[config.mk]
export PLATFORM = sky130hd
export DESIGN_NAME = pc_fetch_sequencer
export DESIGN_NICKNAME = d
export VERILOG_FILES = /design/src/rtl/pc_fetch_sequencer.sv
export SDC_FILE = /design/constraint.sdc
export NUM_CORES = 1
export LEC_CHECK = 0
export BUFFER_PORTS_ARGS = -buffer_cell sky130_fd_sc_hd__buf_2
export CAP_MARGIN = 15
export CORE_ASPECT_RATIO = 1.2
export CORE_MARGIN = 5
export CORE_UTILIZATION = 45
export CTS_BUF_LIST = sky130_fd_sc_hd__clkbuf_8
export DETAILED_ROUTE_END_ITERATION = 10
export GPL_ROUTABILITY_DRIVEN = 0
export GPL_TIMING_DRIVEN = 0
export PLACE_DENSITY = 0.73
export SYNTH_ARGS = -nofsm -noshare
export SYNTH_HDL_FRONTEND = slang
export SYNTH_SLANG_ARGS = --single-unit
[constraint.sdc]
create_clock -name clk -period 4 [get_ports clk]
set_input_delay 0.4 -clock clk [delete_from_list [all_inputs] [get_ports clk]]
set_output_delay 0.4 -clock clk [all_outputs]
set_load 0.1 [all_outputs]
[src/rtl/pc_fetch_sequencer.sv]
// Multi-cycle PC owner: fetches each instruction over a req/ack handshake,
// holds it for the datapath, then advances the PC from branch/jump/jalr control.
module pc_fetch_sequencer #(
    parameter int                XLEN     = 64,
    parameter logic [XLEN-1:0]   RESET_PC = {XLEN{1'b0}}
) (
    input  logic              clk,
    input  logic              reset,
    output logic              imem_req,
    output logic [XLEN-1:0]   imem_addr,
    input  logic              imem_ack,
    input  logic [31:0]       imem_rdata,
    output logic [31:0]       instr,
    output logic              instr_valid,
    input  logic              exec_done,
    input  logic              branch,
    input  logic              zero,
    input  logic              jump,
    input  logic              jalr,
    input  logic [XLEN-1:0]   imm,
    input  logic [XLEN-1:0]   jalr_target,
    output logic [XLEN-1:0]   pc,
    output logic [XLEN-1:0]   pc_plus4,
    output logic              misaligned
);

    typedef enum logic [1:0] {
        S_IDLE  = 2'd0,
        S_FETCH = 2'd1,
        S_EXEC  = 2'd2,
        S_TRAP  = 2'd3
    } state_t;

    state_t            r_state;
    logic [XLEN-1:0]   r_pc;
    logic [31:0]       r_instr;
    logic              r_instr_valid;
    logic              r_misaligned;

    state_t            w_state_next;
    logic [XLEN-1:0]   w_pc_next;
    logic [31:0]       w_instr_next;
    logic              w_instr_valid_next;
    logic              w_misaligned_next;

    logic [XLEN-1:0]   w_jalr_pc;
    logic [XLEN-1:0]   w_rel_pc;
    logic [XLEN-1:0]   w_seq_pc;
    logic [XLEN-1:0]   w_target;

    // jalr clears bit 0 only; bit 1 surviving is what raises the misalignment trap.
    assign w_jalr_pc = jalr_target & ~{{(XLEN-1){1'b0}}, 1'b1};
    assign w_rel_pc  = r_pc + (imm << 1);
    assign w_seq_pc  = r_pc + {{(XLEN-3){1'b0}}, 3'd4};

    always_comb begin
        w_target = w_seq_pc;
        if (jalr) begin
            w_target = w_jalr_pc;
        end else if (jump || (branch && zero)) begin
            w_target = w_rel_pc;
        end
    end

    always_comb begin
        w_state_next       = r_state;
        w_pc_next          = r_pc;
        w_instr_next       = r_instr;
        w_instr_valid_next = r_instr_valid;
        w_misaligned_next  = r_misaligned;
        case (r_state)
            S_IDLE: begin
                w_state_next = S_FETCH;
            end
            S_FETCH: begin
                if (imem_ack) begin
                    w_instr_next       = imem_rdata;
                    w_instr_valid_next = 1'b1;
                    w_state_next       = S_EXEC;
                end
            end
            S_EXEC: begin
                if (exec_done) begin
                    w_instr_valid_next = 1'b0;
                    if (w_target[1:0] != 2'b00) begin
                        w_misaligned_next = 1'b1;
                        w_state_next      = S_TRAP;
                    end else begin
                        w_pc_next    = w_target;
                        w_state_next = S_FETCH;
                    end
                end
            end
            S_TRAP: begin
                w_instr_valid_next = 1'b0;
            end
            default: begin
                w_state_next = S_IDLE;
            end
        endcase
    end

    always_ff @(posedge clk) begin
        if (reset) begin
            r_state       <= S_IDLE;
            r_pc          <= RESET_PC;
            r_instr       <= 32'h0;
            r_instr_valid <= 1'b0;
            r_misaligned  <= 1'b0;
        end else begin
            r_state       <= w_state_next;
            r_pc          <= w_pc_next;
            r_instr       <= w_instr_next;
            r_instr_valid <= w_instr_valid_next;
            r_misaligned  <= w_misaligned_next;
        end
    end

    // The request is a pure function of state, so it drops on the edge that leaves FETCH.
    assign imem_req    = (r_state == S_FETCH);
    assign imem_addr   = r_pc;
    assign instr       = r_instr;
    assign instr_valid = r_instr_valid;
    assign pc          = r_pc;
    assign pc_plus4    = w_seq_pc;
    assign misaligned  = r_misaligned;

endmodule

==> key figures <==
Floorplan
  • Die Y: 173 um
  • Die W: 145 um
  • Starting Density: 0.456
  • Die area: 25100 um2
  • Site row count: 59
  • Core area: 21700 um2
  • # IOs: 395

Cells and area
  • Final nets: 2013
  • Seq. cell area: 2000 um2
  • Diodes inserted: 0
  • Area Growth Syn to Fin: 30.0%
  • Multi-input logic area: 7390 um2
  • Fin cells: 2055
  • Final core occ: 0.594
  • Layout cells sized above 1: 0.323
  • Final instance area: 12900 um2
  • # fillers: 2124

Global routing
  • Initial antenna violation count: 3
  • Remaining Overflow, GRT: 0
  • GRT Overall Usage: 0.333
  • Vias in the first global route: 11900
  • Largest net degree at the start of global routing: 22
  • First-pass GRT wire length: 67.4 mm

Power
  • Power Density: 223 nW/um2
  • Worst VDD drop: 217 uV
  • Leakage: 6.49 nW

STA
  • Fin crit period: 3.84 ns
  • Worst rel slew slack: 0.250
  • Hold WS: 0.208 ns
  • Fmax: 260 MHz
  • Skew final: 0.0233 ns
  • Crit share post-route: 0.960
  • Final hold viol count: 0
  • Slew @ Worst Pin: 1.12 ns
  • Max-slew violations: 0
  • Final setup viols: 0
  • Setup TNS: 0 ns

Logic synthesis
  • Seq/Total Area, Yosys: 0.202
  • Synthesized area per cell: 7.23 um2
  • Ys flop type: dfxtp_1
  • Synthesized area: 9910 um2
  • Post-synth ARST share: 0
  • Syn_nets: 1607
  • Post-synth EDFFs: 0
  • Yosys reg bits: 100
  • Yosys cell types: 86
  • Ys Warns: 0
  • Synth Instances: 1370

Clock network
  • Post-CTS Hold Buffers: 0
  • Root Driver: clkbuf_8
  • Max clock buf depth: 2
  • CTS tree: built
  • Number of buffers inserted during clock tree synthesis: 9
  • Reg clk slew, reported paths: 0.13 ns
  • H-Tree Depth: 3
  • Clock Latency Late Sink: 0.41 ns
  • Sink Count: 100

Place
  • Hpwl dp: 34.2 mm
  • Inst Count DP: 2035
  • Port bufs: 391
  • Cell Area, Placed: 12600 um2

Route
  • Post-DRT Antenna Nets: 0
  • DRC: 0
  • Starting DRT DRC Count: 996
  • Vias/cell: 5.90
  • DRT Pass-1 Iters: 9
  • Vias: 12100
  • DR WL/cell: 21.5 um
  • Routed WL: 44.1 mm

Critical path
  • Crit path cell chain: nand3_1 > or3_1 > buf_2 > nor2_4 > and4b_1 > buf_4 > and4_1 > xor2_2 > clkbuf_4
  • Worst EP required: 3.60 ns
  • Crit Path Class: flop to output pin
  • Crit. End Element: output pin
  • Slowest cell on crit path: dfxtp_1
  • CP max FO: 8
  • Crit start category: flop
  • Max stage delay on crit path: 0.56 ns
  • Worst EP arrival: 3.44 ns
  • R2R setup slack: 0.16 ns

Min path
  • Worst hold path class: input pin to flop

Run status
  • Status: completed

Job
  • MaxCap Viol Count: 0
==> critical path: cells and delay by family, from the launching register on <==
family,cells,cell delay [ns]
xor+xnor,1,0.16
flops,1,0.56
simple gates,5,1.58
buf+inv,3,0.71
==> routing by layer <==
metal / global-route usage / wire [um] / vias to the layer above
met2: 0.566 / 20800 / 725
met1: 0.404 / 17000 / 5565
met5: 0 / 46 / -
li1: - / - / 5688
met3: 0.0757 / 4360 / 147
met4: 0.142 / 1960 / 6
==> synthesized netlist by cell type, types with 6 or more instances <==
library cell,count,area (um2)
a21o_1,35,263
and4_1,8,70.1
dfxtp_1,100,2000
nor2b_1,8,50.1
and2_1,10,62.6
o22ai_1,8,50.1
a31oi_1,8,50.1
o21bai_1,13,97.6
mux2i_1,7,70.1
ha_1,68,851
a22o_1,6,52.6
buf_1,6,22.5
nand3_1,50,250
and3_1,17,106
buf_4,70,526
a21oi_1,156,781
o221ai_1,10,87.6
clkbuf_1,54,203
o211ai_1,33,248
nor3_1,19,95.1
nand2b_1,11,68.8
a221o_1,10,100
nand2_1,209,785
nor2_1,94,353
o21ai_1,17,85.1
xnor2_1,66,578
buf_2,15,75.1
inv_1,22,82.6
a211oi_1,17,128
o21a_1,7,52.6
nand4_1,27,169
o21ai_0,63,315
xor2_1,44,385
==> sequential cells by signal, summed over array words and instances, names as in the netlist <==
name / cells
instr_valid: 1
misaligned: 1
instr: 32
r_state: 2
imem_addr: 64
==> layout make-up <==
cell class | instances | area share
multi-input cells | 1101 | 0.574
well taps | 274 | 0.0266
inverters | 23 | 0.00670
flip-flops and latches | 100 | 0.156
clock inverters | 7 | 0.00670
plain buffers | 146 | 0.0650
repair buffers | 395 | 0.156
clock buffers | 9 | 0.00962
==> path summary, 6_finish.rpt <==
check	from	to	cells past startpoint
min	imem_rdata[8]	instr[8]	3
max reg2reg	imem_addr[1]	imem_addr[57]	13
max	imem_addr[7]	pc_plus4[57]	9
min reg2reg	instr[10]	instr[10]	2
==> cells by family (layout without fill, tap and decap cells) <==
group | count (synthesis) | count (layout) | share of synthesized area
AO/OA/AOI/OAI | 433 | 433 | 0.282
AND/OR/NAND/NOR | 480 | 480 | 0.228
XOR/XNOR | 111 | 111 | 0.0989
adder cells (fa/ha/maj) | 69 | 69 | 0.0879
multiplexers | 8 | 8 | 0.00821
buffers and inverters | 169 | 580 | 0.0932
flip-flops | 100 | 100 | 0.202
==> power by group <==
| part | total, W | switching [W] | internal [W] |
|---|---|---|---|
| Sequential | 0.00107 | 0.0000375 | 0.00103 |
| Clock | 0.000735 | 0.000482 | 0.000253 |
| Combinational | 0.00107 | 0.000806 | 0.000267 |
| Total | 0.00288 | 0.00132 | 0.00155 |
==> per-stage QoR <==
stage          worst slack (ns)  total power [W]
2_1_floorplan            -0.358          0.00186
3_3_place_gp              0.187          0.00214
3_5_place_dp              0.178          0.00215
4_1_cts                  0.0278          0.00286
5_1_grt                -0.00956          0.00298
6_report                  0.159          0.00288
==> timing repair <==
item / CTS / global route
pin swaps: 0 / 2
resized for setup: 4 / 8
setup buffers: 0 / 4
endpoints found under the setup margin: 5 / 9
==> cell usage in the layout, fill, tap and decap left out, types with 29 or more instances in the layout <==
cell      instances
a21o_1           35
xnor2_1          33
xor2_1           31
o21ai_0          63
clkbuf_1         54
xnor2_2          29
nand2_1         209
buf_4            76
buf_2           397
a21oi_1         156
dfxtp_1          98
nand3_1          50
o211ai_1         33
nor2_1           94
ha_1             68
(Power assumes the default switching activity.)
